==> config.mk <==
export PLATFORM = sky130hd
export DESIGN_NAME = wordlines_pulse_n
export DESIGN_NICKNAME = d
export VERILOG_FILES = /design/src/rtl/wordlines_pulse_n.sv
export SDC_FILE = /design/constraint.sdc
export NUM_CORES = 1
export LEC_CHECK = 0
export BUFFER_PORTS_ARGS = -buffer_cell sky130_fd_sc_hd__clkbuf_2
export CAP_MARGIN = 20
export CELL_PAD_IN_SITES_DETAIL_PLACEMENT = 2
export CELL_PAD_IN_SITES_GLOBAL_PLACEMENT = 2
export CORE_MARGIN = 3
export CORE_UTILIZATION = 28
export CTS_CLUSTER_DIAMETER = 60
export DETAILED_ROUTE_END_ITERATION = 7
export PLACE_DENSITY_LB_ADDON = 0.1
export SYNTH_ARGS = -nofsm -noshare
export SYNTH_HDL_FRONTEND = slang
export SYNTH_SLANG_ARGS = --single-unit
==> constraint.sdc <==
create_clock -name clk -period 2.3 [get_ports clk]
set_input_delay 0.46 -clock clk [delete_from_list [all_inputs] [get_ports clk]]
set_output_delay 0.46 -clock clk [all_outputs]
set_load 0.02 [all_outputs]
==> src/rtl/wordlines_pulse_n.sv <==
// Pulsed wordline driver: one independent IDLE/PULSE/RECOVER sequencer per read
// port and for the write port, plus a sticky read/write same-row collision flag.

// state   | meaning
// IDLE    | ready; accept captures row and pulse length
// PULSE   | wordline high; down-counter runs to terminal count 0
// RECOVER | one dead cycle before the port is ready again
module wl_port_fsm #(
  parameter int ROWS     = 64,
  parameter int HALF_SEL = 0,
  localparam int AW      = $clog2(ROWS)
) (
  input  logic            clk,
  input  logic            rst_n,
  input  logic            req,
  input  logic [AW-1:0]   addr,
  input  logic [2:0]      pulse_len,
  output logic            rdy,
  output logic [ROWS-1:0] wl_l,
  output logic [ROWS-1:0] wl_r
);

  typedef enum logic [1:0] {IDLE, PULSE, RECOVER} state_t;

  state_t          state_q, state_d;
  logic [2:0]      cnt_q, cnt_d;
  logic [AW-1:0]   addr_q, addr_d;
  logic [ROWS-1:0] wl_l_q, wl_l_d, wl_r_q, wl_r_d;
  logic [AW-1:0]   sel_addr;
  logic [ROWS-1:0] onehot;
  logic            drive;
  logic [2:0]      len_m1;

  // A zero length still gives a one-cycle pulse.
  assign len_m1 = (pulse_len == 3'd0) ? 3'd0 : pulse_len - 3'd1;

  always_comb begin
    state_d  = state_q;
    cnt_d    = cnt_q;
    addr_d   = addr_q;
    drive    = 1'b0;
    sel_addr = addr_q;
    case (state_q)
      IDLE: begin
        if (req) begin
          state_d  = PULSE;
          addr_d   = addr;
          cnt_d    = len_m1;
          drive    = 1'b1;
          sel_addr = addr;
        end
      end
      PULSE: begin
        if (cnt_q == 3'd0) begin
          state_d = RECOVER;
        end else begin
          cnt_d = cnt_q - 3'd1;
          drive = 1'b1;
        end
      end
      RECOVER: state_d = IDLE;
      default: state_d = IDLE;
    endcase

    onehot = drive ? ({{(ROWS-1){1'b0}}, 1'b1} << sel_addr) : '0;
    if (HALF_SEL != 0) begin
      wl_l_d = sel_addr[AW-1] ? '0 : onehot;
      wl_r_d = sel_addr[AW-1] ? onehot : '0;
    end else begin
      wl_l_d = onehot;
      wl_r_d = onehot;
    end
  end

  always_ff @(posedge clk or negedge rst_n) begin
    if (!rst_n) begin
      state_q <= IDLE;
      cnt_q   <= '0;
      addr_q  <= '0;
      wl_l_q  <= '0;
      wl_r_q  <= '0;
    end else begin
      state_q <= state_d;
      cnt_q   <= cnt_d;
      addr_q  <= addr_d;
      wl_l_q  <= wl_l_d;
      wl_r_q  <= wl_r_d;
    end
  end

  assign rdy  = (state_q == IDLE);
  assign wl_l = wl_l_q;
  assign wl_r = wl_r_q;

endmodule

module wordlines_pulse_n #(
  parameter int NRD      = 2,
  parameter int ROWS     = 64,
  parameter int HALF_SEL = 0,
  localparam int AW      = $clog2(ROWS)
) (
  input  logic                clk,
  input  logic                rst_n,
  input  logic [NRD-1:0]      rd_req,
  input  logic [NRD*AW-1:0]   rd_addr,
  output logic [NRD-1:0]      rd_rdy,
  output logic [NRD*ROWS-1:0] rwl_l,
  output logic [NRD*ROWS-1:0] rwl_r,
  input  logic                wr_req,
  input  logic [AW-1:0]       wr_addr,
  output logic                wr_rdy,
  output logic [ROWS-1:0]     wwl_l,
  output logic [ROWS-1:0]     wwl_r,
  input  logic [2:0]          pulse_len,
  output logic                coll,
  input  logic                coll_clr
);

  logic coll_q, coll_d, hit;

  for (genvar p = 0; p < NRD; p++) begin : g_rd
    wl_port_fsm #(.ROWS(ROWS), .HALF_SEL(HALF_SEL)) u_rd (
      .clk       (clk),
      .rst_n     (rst_n),
      .req       (rd_req[p]),
      .addr      (rd_addr[p*AW +: AW]),
      .pulse_len (pulse_len),
      .rdy       (rd_rdy[p]),
      .wl_l      (rwl_l[p*ROWS +: ROWS]),
      .wl_r      (rwl_r[p*ROWS +: ROWS])
    );
  end

  wl_port_fsm #(.ROWS(ROWS), .HALF_SEL(HALF_SEL)) u_wr (
    .clk       (clk),
    .rst_n     (rst_n),
    .req       (wr_req),
    .addr      (wr_addr),
    .pulse_len (pulse_len),
    .rdy       (wr_rdy),
    .wl_l      (wwl_l),
    .wl_r      (wwl_r)
  );

  // Observed from the registered wordlines, so it never feeds back into them.
  always_comb begin
    hit = 1'b0;
    for (int p = 0; p < NRD; p++) begin
      hit = hit | (|(wwl_l & rwl_l[p*ROWS +: ROWS])) | (|(wwl_r & rwl_r[p*ROWS +: ROWS]));
    end
    coll_d = hit ? 1'b1 : (coll_clr ? 1'b0 : coll_q);
  end

  always_ff @(posedge clk or negedge rst_n) begin
    if (!rst_n) coll_q <= 1'b0;
    else        coll_q <= coll_d;
  end

  assign coll = coll_q;

endmodule
Yosys cells after proc, flatten, opt, wreduce, memory -nomap -nowiden
Cells that the tools add are included.

Register bits: 226. Input bits: 27. Output and inout port bits: 388. Word-level logic and storage cells: 94.

Add/sub/neg operators: 4. Equal/unequal tests: 12. Shift operators: 3. Multiplexer cells: 39. Bitwise logic cells: 4. Reduce and logical (&&, ||, !) cells: 19.

Operators with widths (number): $mux 64 (3); $shl 1x6->64 const A (3); $and 64x64->64 (2); $reduce_or 64->1 (2); $mux 6 (6); $mux 3 (7); $pmux 3 s2 (3); $logic_not 3->1 (4); $mux 2 (6); $ne 2x2->1 const B (6); $pmux 2 s2 (3); $sub 3x1->3 const B (4); $reduce_and 3->1 (3); $mux 1 (8); $reduce_bool 2->1 (4); $eq 2x1->1 const B (3); $logic_not 2->1 (3); $ne 2x1->1 const B (3); $pmux 1 s2 (3); $reduce_and 2->1 (3); $or 1x1->1 (2).

Depth between registers and ports, before layout
Depth after elaboration: 5. Depth in mapped cells: 7.

Cells and area by module
Synthesis repeated with hierarchy kept, for this count alone.

Cells, all modules: 1119. Area, all modules: 11972.7 µm².

Modules (own cells, without submodules): wl_port_fsm (times used 3, cells an instance 317, area each 3570.9 µm², sequential area each 1876.8 µm²); wordlines_pulse_n (times used 1, cells an instance 168, area each 1260.0 µm², sequential area each 25.0 µm²).

Worst setup path before layout
No wires, ideal clock.

Path type: input port to flip-flop. From: input port rd_req[0]. To: register g_rd[0].u_rd.wl_l_q[34]. Arrival: 1.590 ns. Data required time: 2.175 ns. Slack: 0.585 ns. Cell stages on the path: 5. Buffers on the path: 0. Cell sequence: nor3b_4 mux2_2 and2_2 nand2_1 nor2_1.

Cells in the longest elaborated chain, start to end: 4. Elaborated cells on any way between the ends: 6.

RTL lines: start: declaration (RTL line 105) `input logic [NRD-1:0] rd_req,`; $mux 6 (RTL line 45) `if (req) begin`; $mux 6 (RTL line 43) `case (state_q)`; $shl 1x6->64 (RTL line 65) `onehot = drive ? ({{(ROWS-1){1'b0}}, 1'b1} << sel_addr) : '0;`; $mux 64 * (RTL line 65); net g_rd[0].u_rd.onehot[34] (RTL line 30) `logic [ROWS-1:0] onehot;`; end signal: assignment (RTL line 86) `wl_l_q <= wl_l_d;`; end: declaration (RTL line 28) `logic [ROWS-1:0] wl_l_q, wl_l_d, wl_r_q, wl_r_d;`.

Mark *: on every way through the listed nets, which the timed path passes. The rest lies on a longest branch. A chain may end at the register's enable or synchronous reset.

Final worst setup path
From: register g_rd[0].u_rd.state_q[0]. To: register g_rd[0].u_rd.wl_l_q[20].

Cells in the longest elaborated chain, start to end: 4. Elaborated cells on any way between the ends: 6.

RTL lines: start: declaration (RTL line 25) `state_t state_q, state_d;`; start signal: assignment (RTL line 83) `state_q <= state_d;`; $logic_not 2->1 (RTL line 43); $mux 6 (RTL line 43); $shl 1x6->64 (RTL line 65); $mux 64 * (RTL line 65); net g_rd[0].u_rd.onehot[20] (RTL line 30).

Marked as above.

==> results.md <==
• run status: finished, final reports clean
• vias per std cell: 4.76
• max-slew violation count: 0
• final weighted congestion in routability-driven placement: 0.858
• initial standard-cell utilization of the core: 28.5%
• total global-route track usage: 24.5%
• DRC marker count from the first detailed-route iteration: 478
• netlist area before placement: 9890 um^2
• horizontal extent of the die: 194 um
• CTS tree: built
• area grow syn2layout: 25.4%
• clock network latency to the later pin of the worst-skew pair: 550 ps
• number of global-route vias before repair: 9033
• P_leak: 6.60 nW
• I/O Buffers: 414
• # nets final: 1285
• worst hold slack after final layout: 191 ps
• post-CTS clock slew at the launch and capture registers of the worst setup and hold paths: 60 ps
• net count after synthesis: 1007
• count of standard-cell rows: 68
• Placeable Area: 34700 um^2
• Final Hold Violating Endpoints: 0
• synthesized instance count: 972
• time the worst path needs with I/O delays and setup: 2060 ps
• count of endpoints failing setup in the final report: 0
• Worst-Margin Slew: 692 ps
• number of levels in the clock H-tree: 1
• boundary pin count: 415
• min-delay worst type: primary input to register
• die outline height: 194 um
• cell area after layout: 12400 um^2
• total length of routed wires: 47.5 mm
• worst path required time: 2750 ps
• accumulated negative setup slack: 0 ps
• headroom to the max-slew limit: 53.5%
• clock tree sinks: 226
• Cell Pwr Density: 1210 nW/um^2
• Post-route DRC: 0
• number of vias in the routed layout: 8228
• initial antenna violation count: 0
• Total Power Consumption: 15.0 mW
• Detail Placement HPWL: 38.4 mm
• post-synth cell types: 39
• area share of the leading cell type in the synthesized netlist: 57.2%
• Clock Skew: 23.2 ps
• area after detailed placement: 11400 um^2
• average routed wire per standard cell: 27.5 um
• f_max: 485 MHz
• antenna cells: 0
• sequential cell area fraction in the yosys report: 57.2%
• maximum number of pins on one net before global-route repair: 62
• number of setup buffers added after CTS: 0
• grt ovf: 0
• Setup CP Type: register to register
• Yosys Warn Count: 0
• first-pass GRT wire length: 67.4 mm
• Arrival @ worst endpoint: 2510 ps
• flip-flop and latch count after synthesis: 226
• setup repair after global routing missed its margin: false
• critical path startpoint category: register
• fraction of final layout cells sized beyond drive strength 1: 40.4%
• CTS Buffer Depth: 3
• top cells by area in the synthesized netlist: sky130_fd_sc_hd__dfrtp_1 57%, sky130_fd_sc_hd__buf_4 15%, sky130_fd_sc_hd__nor2_1 8.0%, sky130_fd_sc_hd__nand2_1 4.1%, sky130_fd_sc_hd__o21ai_0 1.7%
• largest fanout on the critical path: 6
• number of max-cap violations: 0
• fillers: 3899
• remaining number of nets flagged by the antenna check after routing: 0
• final worst-path cycle share: 89.6%
• CTS Root Buffer Type: sky130_fd_sc_hd__clkbuf_16
• worst-case setup slack after placement: 97.0 ps
• Synth area leader: sky130_fd_sc_hd__dfrtp_1
• post-synthesis average cell area: 10.2 um^2
• die footprint: 37600 um^2
• IR drop worst, VDD: 0.589 mV
• Num CTS Buffers: 28
• fin worst setup slack: 239 ps
• element type at the critical path end: register
• Detailed Routing Iterations Pass 1: 5
[logic make-up (layout without fill, tap and decap cells)]
kind of cell    Yosys count  count (layout)  synth area share, %
compound gates          106             106                 7.40
xor+xnor                  1               1               0.0886
fa+ha+maj                 8               8                 1.01
buf+inv                 227             527                 16.2
flops                   226             226                 57.2
mux                       9               9                0.937
simple gates            395             395                 17.2
[flip-flops by register name (all words and copies together) (netlist names)]
name / count
u_wr.addr_q: 6
coll: 1
g_rd.u_rd.wl_l: 128
u_wr.cnt_q: 3
u_wr.wl_l: 64
g_rd.u_rd.cnt_q: 6
g_rd.u_rd.addr_q: 12
g_rd.u_rd.state_q: 4
u_wr.state_q: 2
[layout by cell type (no fill, tap or decap), types with 6 or more instances in the layout]
cell type / count
sky130_fd_sc_hd__nor3_1: 7
sky130_fd_sc_hd__nor3b_1: 10
sky130_fd_sc_hd__mux2i_1: 7
sky130_fd_sc_hd__o21ai_1: 6
sky130_fd_sc_hd__nand2_1: 109
sky130_fd_sc_hd__o21ai_0: 33
sky130_fd_sc_hd__nand2b_1: 11
sky130_fd_sc_hd__a22oi_1: 18
sky130_fd_sc_hd__inv_1: 16
sky130_fd_sc_hd__nand3_1: 12
sky130_fd_sc_hd__clkbuf_1: 6
sky130_fd_sc_hd__a22o_1: 16
sky130_fd_sc_hd__a21oi_1: 6
sky130_fd_sc_hd__nor2_1: 210
sky130_fd_sc_hd__ha_1: 8
sky130_fd_sc_hd__nand4_1: 10
sky130_fd_sc_hd__clkbuf_16: 28
sky130_fd_sc_hd__buf_4: 39
sky130_fd_sc_hd__nand3b_1: 8
sky130_fd_sc_hd__dfrtp_1: 226
sky130_fd_sc_hd__a221oi_1: 16
sky130_fd_sc_hd__clkbuf_2: 413
[layout make-up]
cell class / count / area, um^2 / share of cell area [%]
Inverter: 16 / 60.1 / 0.485
Clock buffer: 39 / 792 / 6.39
Timing Repair Buffer: 459 / 2480 / 20.1
Clock inverter: 13 / 196 / 1.59
Tap cell: 455 / 569 / 4.59
Sequential cell: 226 / 5660 / 45.6
Multi-Input combinational cell: 519 / 2630 / 21.3
[final timing paths]
check,start,endpoint,slack (ps),depth (start not counted)
hold reg to reg,g_rd[0].u_rd.cnt_q[0],g_rd[0].u_rd.cnt_q[0],470,1
hold / removal,rd_addr[8],g_rd[1].u_rd.addr_q[2],190,3
max in group asynchronous,rst_n,g_rd[1].u_rd.wl_l[53],1130,3
min in group asynchronous,rst_n,g_rd[0].u_rd.wl_l[23],450,2
setup reg to reg,g_rd[0].u_rd.state_q[0],g_rd[0].u_rd.wl_l[20],240,7
setup / recovery,g_rd[0].u_rd.state_q[0],g_rd[0].u_rd.wl_l[20],240,7
[timing repair]
action,4_1_cts,5_1_grt
endpoints found under the hold margin,57,0
hold buffers,1,0
setup endpoints to repair,0,14
gates resized for setup,0,1
[worst max-delay path, cell delays in order, from the launching register on]
cell and delay, ps:
sky130_fd_sc_hd__dfrtp_1 450, sky130_fd_sc_hd__nor3b_4 190, sky130_fd_sc_hd__buf_4 190, sky130_fd_sc_hd__mux2i_1 350
sky130_fd_sc_hd__inv_1 150, sky130_fd_sc_hd__nor2_1 310, sky130_fd_sc_hd__nand2_1 190, sky130_fd_sc_hd__nor2_1 150
[where the power goes]
part | total (mW) | internal [mW] | switching, mW
sequential | 5.27 | 4.53 | 0.748
clock | 4.70 | 2.87 | 1.83
combinational | 5.03 | 1.50 | 3.52
total | 15.0 | 8.90 | 6.10
[per-stage QoR]
step | utilization (%) | std cells
2_1_floorplan | - | 972
3_3_place_gp | 32.8 | 1674
3_5_place_dp | 32.8 | 1674
4_1_cts | 35.7 | 1727
5_1_grt | 35.7 | 1727
6_report | 35.7 | 1727
[Yosys cell counts]
| cell type | n |
|---|---|
| sky130_fd_sc_hd__buf_2 | 15 |
| sky130_fd_sc_hd__nand2b_1 | 11 |
| sky130_fd_sc_hd__nand2_1 | 109 |
| sky130_fd_sc_hd__a22oi_1 | 18 |
| sky130_fd_sc_hd__a221oi_1 | 16 |
| sky130_fd_sc_hd__o211ai_1 | 1 |
| sky130_fd_sc_hd__nor2_1 | 211 |
| sky130_fd_sc_hd__nand3_1 | 12 |
| sky130_fd_sc_hd__nor3b_2 | 2 |
| sky130_fd_sc_hd__o22ai_1 | 1 |
| sky130_fd_sc_hd__and2_1 | 4 |
| sky130_fd_sc_hd__or3_1 | 4 |
| sky130_fd_sc_hd__nor3_1 | 7 |
| sky130_fd_sc_hd__nand4_1 | 10 |
| sky130_fd_sc_hd__nor3b_1 | 10 |
| sky130_fd_sc_hd__inv_1 | 16 |
| sky130_fd_sc_hd__o31ai_1 | 4 |
| sky130_fd_sc_hd__ha_1 | 8 |
| sky130_fd_sc_hd__clkbuf_1 | 2 |
| sky130_fd_sc_hd__a22o_1 | 16 |
| sky130_fd_sc_hd__nor2b_1 | 1 |
| sky130_fd_sc_hd__o21ai_0 | 33 |
| sky130_fd_sc_hd__a311oi_1 | 2 |
| sky130_fd_sc_hd__and2_2 | 1 |
| sky130_fd_sc_hd__nor2b_2 | 1 |
| sky130_fd_sc_hd__mux2_2 | 2 |
| sky130_fd_sc_hd__mux2i_1 | 7 |
| sky130_fd_sc_hd__xor2_1 | 1 |
| sky130_fd_sc_hd__a21oi_1 | 6 |
| sky130_fd_sc_hd__buf_4 | 194 |
| sky130_fd_sc_hd__o21bai_1 | 1 |
| sky130_fd_sc_hd__dfrtp_1 | 226 |
| sky130_fd_sc_hd__a211oi_2 | 1 |
| sky130_fd_sc_hd__nor4_1 | 2 |
| sky130_fd_sc_hd__nor3b_4 | 1 |
| sky130_fd_sc_hd__or2_2 | 1 |
| sky130_fd_sc_hd__nand3b_1 | 8 |
| sky130_fd_sc_hd__a222oi_1 | 1 |
| sky130_fd_sc_hd__o21ai_1 | 6 |
[routing by layer]
metal / global-route usage, % / wire length (um) / vias up
met1: 31.0 / 19900 / 4269
met2: 44.2 / 24300 / 330
met4: 5.43 / 1080 / 0
met5: 0 / 0 / -
li1: - / - / 3573
met3: 3.75 / 2220 / 56
Note: power is estimated with default switching activity, not from simulation.
